### src/rtl/rr_arb_hold_pkg.sv
// Shared definitions for the round-robin hold arbiter slice.
package rr_arb_hold_pkg;

  typedef enum logic {
    GRANT_PULSE = 1'b0,
    GRANT_HOLD  = 1'b1
  } grant_mode_e;

endpackage

### src/rtl/arb_ffs_lsb.sv
// Lowest-set-bit finder: reports whether any bit is set, its index and a one-hot copy.
module arb_ffs_lsb #(
  parameter int unsigned N = 4,
  localparam int unsigned IDW = (N > 1) ? $clog2(N) : 1
) (
  input  logic [N-1:0]   vec,
  output logic           found,
  output logic [IDW-1:0] idx,
  output logic [N-1:0]   onehot
);

  // Scan from the top down so the lowest set bit is the last one written.
  always_comb begin
    found  = 1'b0;
    idx    = '0;
    onehot = '0;
    for (int unsigned i = N; i > 0; i--) begin
      if (vec[i-1]) begin
        found       = 1'b1;
        idx         = IDW'(i - 1);
        onehot      = '0;
        onehot[i-1] = 1'b1;
      end
    end
  end

endmodule

### src/rtl/rr_arb_hold.sv
// N-client round-robin arbiter with registered grant, optionally held until grant_ack.
module rr_arb_hold
  import rr_arb_hold_pkg::*;
#(
  parameter int unsigned N        = 4,
  parameter bit          WAIT_ACK = 1'b1,
  localparam int unsigned IDW     = $clog2(N)
) (
  input  logic           clk,
  input  logic           rst_n,
  input  logic [N-1:0]   req,
  input  logic           block_arb,
  input  logic           grant_ack,
  output logic           grant_valid,
  output logic [N-1:0]   grant,
  output logic [IDW-1:0] grant_id
);

  localparam grant_mode_e MODE = WAIT_ACK ? GRANT_HOLD : GRANT_PULSE;

  logic [IDW-1:0] last_idx;
  logic [N-1:0]   mask;
  logic [N-1:0]   mreq;

  logic           m_found, r_found, win_found;
  logic [IDW-1:0] m_idx, r_idx, win_idx;
  logic [N-1:0]   m_oh, r_oh, win_oh;

  logic           may_issue;
  logic           holding;

  always_comb begin
    mask = '0;
    for (int unsigned i = 0; i < N; i++) begin
      mask[i] = (i > 32'(last_idx));
    end
  end

  assign mreq = req & mask;

  arb_ffs_lsb #(.N(N)) u_ffs_masked (
    .vec    (mreq),
    .found  (m_found),
    .idx    (m_idx),
    .onehot (m_oh)
  );

  arb_ffs_lsb #(.N(N)) u_ffs_raw (
    .vec    (req),
    .found  (r_found),
    .idx    (r_idx),
    .onehot (r_oh)
  );

  // Masked search has priority; the raw search only matters on wrap-around.
  assign win_found = m_found | r_found;
  assign win_idx   = m_found ? m_idx : r_idx;
  assign win_oh    = m_found ? m_oh  : r_oh;

  assign holding   = (MODE == GRANT_HOLD) & grant_valid & ~grant_ack;
  assign may_issue = (MODE == GRANT_HOLD) ? ((~grant_valid | grant_ack) & ~block_arb)
                                          : ~block_arb;

  // When not issuing, anything other than an unacked held grant is released.
  always_ff @(posedge clk or negedge rst_n) begin
    if (!rst_n) begin
      grant_valid <= 1'b0;
      grant       <= '0;
      grant_id    <= '0;
      last_idx    <= IDW'(N - 1);
    end else if (may_issue) begin
      if (win_found) begin
        grant_valid <= 1'b1;
        grant       <= win_oh;
        grant_id    <= win_idx;
        last_idx    <= win_idx;
      end else begin
        grant_valid <= 1'b0;
        grant       <= '0;
      end
    end else if (!holding) begin
      grant_valid <= 1'b0;
      grant       <= '0;
    end
  end

endmodule

### config.mk
export PLATFORM = sky130hd
export DESIGN_NAME = rr_arb_hold
export DESIGN_NICKNAME = d
export VERILOG_FILES = /design/src/rtl/rr_arb_hold_pkg.sv /design/src/rtl/arb_ffs_lsb.sv /design/src/rtl/rr_arb_hold.sv
export SDC_FILE = /design/constraint.sdc
export NUM_CORES = 1
export LEC_CHECK = 0
export CAP_MARGIN = 15
export CORE_AREA = 8 8 45 47
export DETAILED_ROUTE_END_ITERATION = 16
export DIE_AREA = 0 0 53 55
export GPL_TIMING_DRIVEN = 0
export MAX_ROUTING_LAYER = met4
export PLACE_DENSITY = 0.8
export SLEW_MARGIN = 20
export SYNTH_ARGS = -nofsm -noshare
export SYNTH_HDL_FRONTEND = slang
export SYNTH_HIERARCHICAL = 1
export SYNTH_SLANG_ARGS = --single-unit
### constraint.sdc
create_clock -name clk -period 5.07 [get_ports clk]
set_clock_uncertainty 0.1 [all_clocks]
set_input_delay 0.507 -clock clk [delete_from_list [all_inputs] [get_ports clk]]
set_output_delay 0.507 -clock clk [all_outputs]
set_load 0.005 [all_outputs]
==> flow_summary.json <==
{
  "cts.repair.resized": 0,
  "route.antenna.remaining_nets": 0,
  "firstDrtPassIters": 4,
  "start_util": 0.426,
  "grt_pass1_wl_um": 2110,
  "cp.required_ps": 5110,
  "setup_violations": 0,
  "hold_viol_final": 0,
  "post_cts_buffers": 0,
  "io_pins": 15,
  "area.growth.synth_to_final_pct": 34.8,
  "outcome": "finished, final reports clean",
  "timing.final.crit_share": 0.455,
  "tritoncts": "built",
  "die_area_sq_um": 2920,
  "reg2reg_to": "grant_id[0]",
  "fp-row-count": 14,
  "grt_usage": 0.102,
  "maxCapViolCount": 0,
  "hp-class": "register to register",
  "rsz0062_at_grt": "false",
  "ys_ff_latch": 9,
  "fin_area_sq_um": 795,
  "finalMaxSlewViolations": 0,
  "route.detailed.drc": 0,
  "clk_pin_slew_ps": 60,
  "fin_crit_ps": 2310,
  "gp_congestion": 0.763,
  "yosys_warnings": 6,
  "ys_types": 25,
  "fin_util": 0.574,
  "critPathLaunchType": "primary input",
  "critPathBufInv": 2,
  "clockBufferDepth": 2,
  "post-place-ws_ps": 2520,
  "avgSynthCellArea_sq_um": 9.35,
  "dr_total_vias": 474,
  "min-delay-start": "grant[1]",
  "wirelength_um": 1310,
  "grt_pass1_vias": 514,
  "dr.first_iter.drc_count": 11,
  "max_freq_mhz": 433,
  "cp_top_family": "buffers and inverters",
  "crit_path_top_delay_cell": "clkdlybuf4s50_1",
  "pwr_density_cell_nw_per_um2": 259,
  "crit_path_max_fanout": 8,
  "reg2reg_depth": 7,
  "drive_gt1_frac": 0.186,
  "avgViaCountPerCell": 4.65,
  "cts_hold_buf": 0,
  "cp_slowest_stage_delay_ps": 560,
  "core_sq_um": 1380,
  "wire_per_inst_um": 12.9,
  "grt_max_degree": 10,
  "postPlaceCellArea_sq_um": 768,
  "timing.final.ws_setup_ps": 2760,
  "nets": 95,
  "hold_end": "grant[1]",
  "clk_latency_ps": 250,
  "finalPower_mw": 0.206,
  "antenna_found_initial": 0,
  "p_leak_nw": 0.367,
  "ys_seq_area_frac": 0.386,
  "die_h_um": 55,
  "dp_hpwl_um": 1080,
  "hold_depth": 2,
  "die_w_um": 53,
  "n_fill_cell": 139,
  "cts.sinks": 9,
  "cts_root_buffer": "clkbuf_4",
  "synth_area_sq_um": 589,
  "numCtsBuffers": 3,
  "setup_tns_ps": 0,
  "diodes": 0,
  "crit_type": "primary input to register",
  "end_kind": "register",
  "vdd_drop_max_uv": 164,
  "cp.arrival_ps": 2350,
  "io_buffers": 14,
  "cp_cell_sequence": "clkdlybuf4s50_1 -> a21boi_0 -> nor2_1 -> nand2_1 -> buf_6 -> mux2i_1 -> nand3_2 -> o21a_1",
  "syn_inst": 63,
  "r2r-start": "last_idx[0]",
  "grt-ovfl-total": 0,
  "cts_max_level": 1,
  "reg2reg_slack_ps": 3250
}
==> sequential cells by signal, indices dropped and copies added, names as in the netlist <==
register	count
grant	4
grant_id	2
last_idx	2
grant_valid	1
==> cell usage after synthesis, drive strengths merged <==
cell	number	area share
nand2	8	0.055
dfrtp	7	0.30
nor2	7	0.049
mux2i	6	0.10
nor3	4	0.034
o21a	4	0.051
o21ai	4	0.034
buf	3	0.045
nand2b	3	0.057
a21oi	2	0.017
and2	2	0.021
dfstp	2	0.089
inv	2	0.013
nand3	2	0.034
a21boi	1	0.013
and2b	1	0.013
conb	1	0.0064
nor2b	1	0.011
nor3b	1	0.013
o21ba	1	0.028
o21bai	1	0.019
==> per-layer routing <==
metal / up-vias / part of all wire / routed length (um) / global-route usage
li1: 251 / - / - / -
met1: 212 / 0.50 / 662 / 0.120
met2: 9 / 0.47 / 618 / 0.156
met3: 2 / 0.018 / 23 / 0.0267
met4: 0 / 0.0046 / 6 / 0.0560
met5: - / 0 / 0 / -
==> how the worst max path moves through the flow <==
stage                 from          end  slack (ps)  cells after the start
floorplan           req[3]  grant_id[1]        3260                      7
global placement    req[3]  grant_id[0]        2510                      8
detailed placement  req[3]  grant_id[1]        2520                      8
CTS                 req[3]  grant_id[0]        2780                      8
global route        req[1]  grant_id[0]        2640                      8
finish              req[3]  grant_id[0]        2760                      8
==> report_power, final <==
group | switching, mW | total, mW | internal, mW
clock network | 0.0218 | 0.0519 | 0.0301
logic | 0.0292 | 0.0650 | 0.0358
registers | 0.00563 | 0.0888 | 0.0832
total | 0.0567 | 0.206 | 0.149
==> worst min-delay path: stages, from the launching register on <==
cell and delay [ps]:
dfrtp_1 340, nand2_1 50, o21ai_1 60
==> through the flow <==
| step | hold slack (ps) | instances |
|---|---|---|
| after floorplan | 111 | 68 |
| after global placement | 371 | 98 |
| after detailed placement | 375 | 98 |
| final | 383 | 102 |
| after CTS | 387 | 102 |
| after global routing | 417 | 102 |
==> cell type report <==
type                       count  area [sq um]  area share
clock buffer                   4          26.3      0.0331
tap                           16          20.0      0.0252
sequential                     9           228       0.287
multi-input combinational     54           347       0.436
timing repair buffer          14           140       0.176
inverter                       2          7.51     0.00945
buffer                         3          26.3      0.0331
==> logic make-up (layout without fill, tap and decap cells) <==
logic type	count (synthesis)	in the layout	share of synthesized area
other	1	6	0.00636
and+or+nand+nor	29	29	0.287
AOI/OAI and AO/OA	13	13	0.161
muxes	6	6	0.102
buffers and inverters	5	23	0.0573
DFF	9	9	0.386
==> placed cells by master, fill, tap and decap left out <==
cell type	instances
o21bai_2	1
o21ai_1	4
nor3_1	4
nand2b_1	1
clkdlybuf4s50_1	14
a21boi_0	1
nor3b_1	1
buf_4	2
nand2_1	7
nand3_2	2
dfstp_2	2
clkbuf_1	1
and2_1	2
buf_6	1
inv_1	2
nor2_1	6
a21oi_1	2
nand2b_4	2
mux2i_1	6
and2b_1	1
dfrtp_1	7
clkbuf_4	3
nand2_2	1
conb_1	6
nor2_2	1
o21a_1	4
o21ba_4	1
nor2b_1	1
No activity file was read; power rests on OpenSTA's default activity.
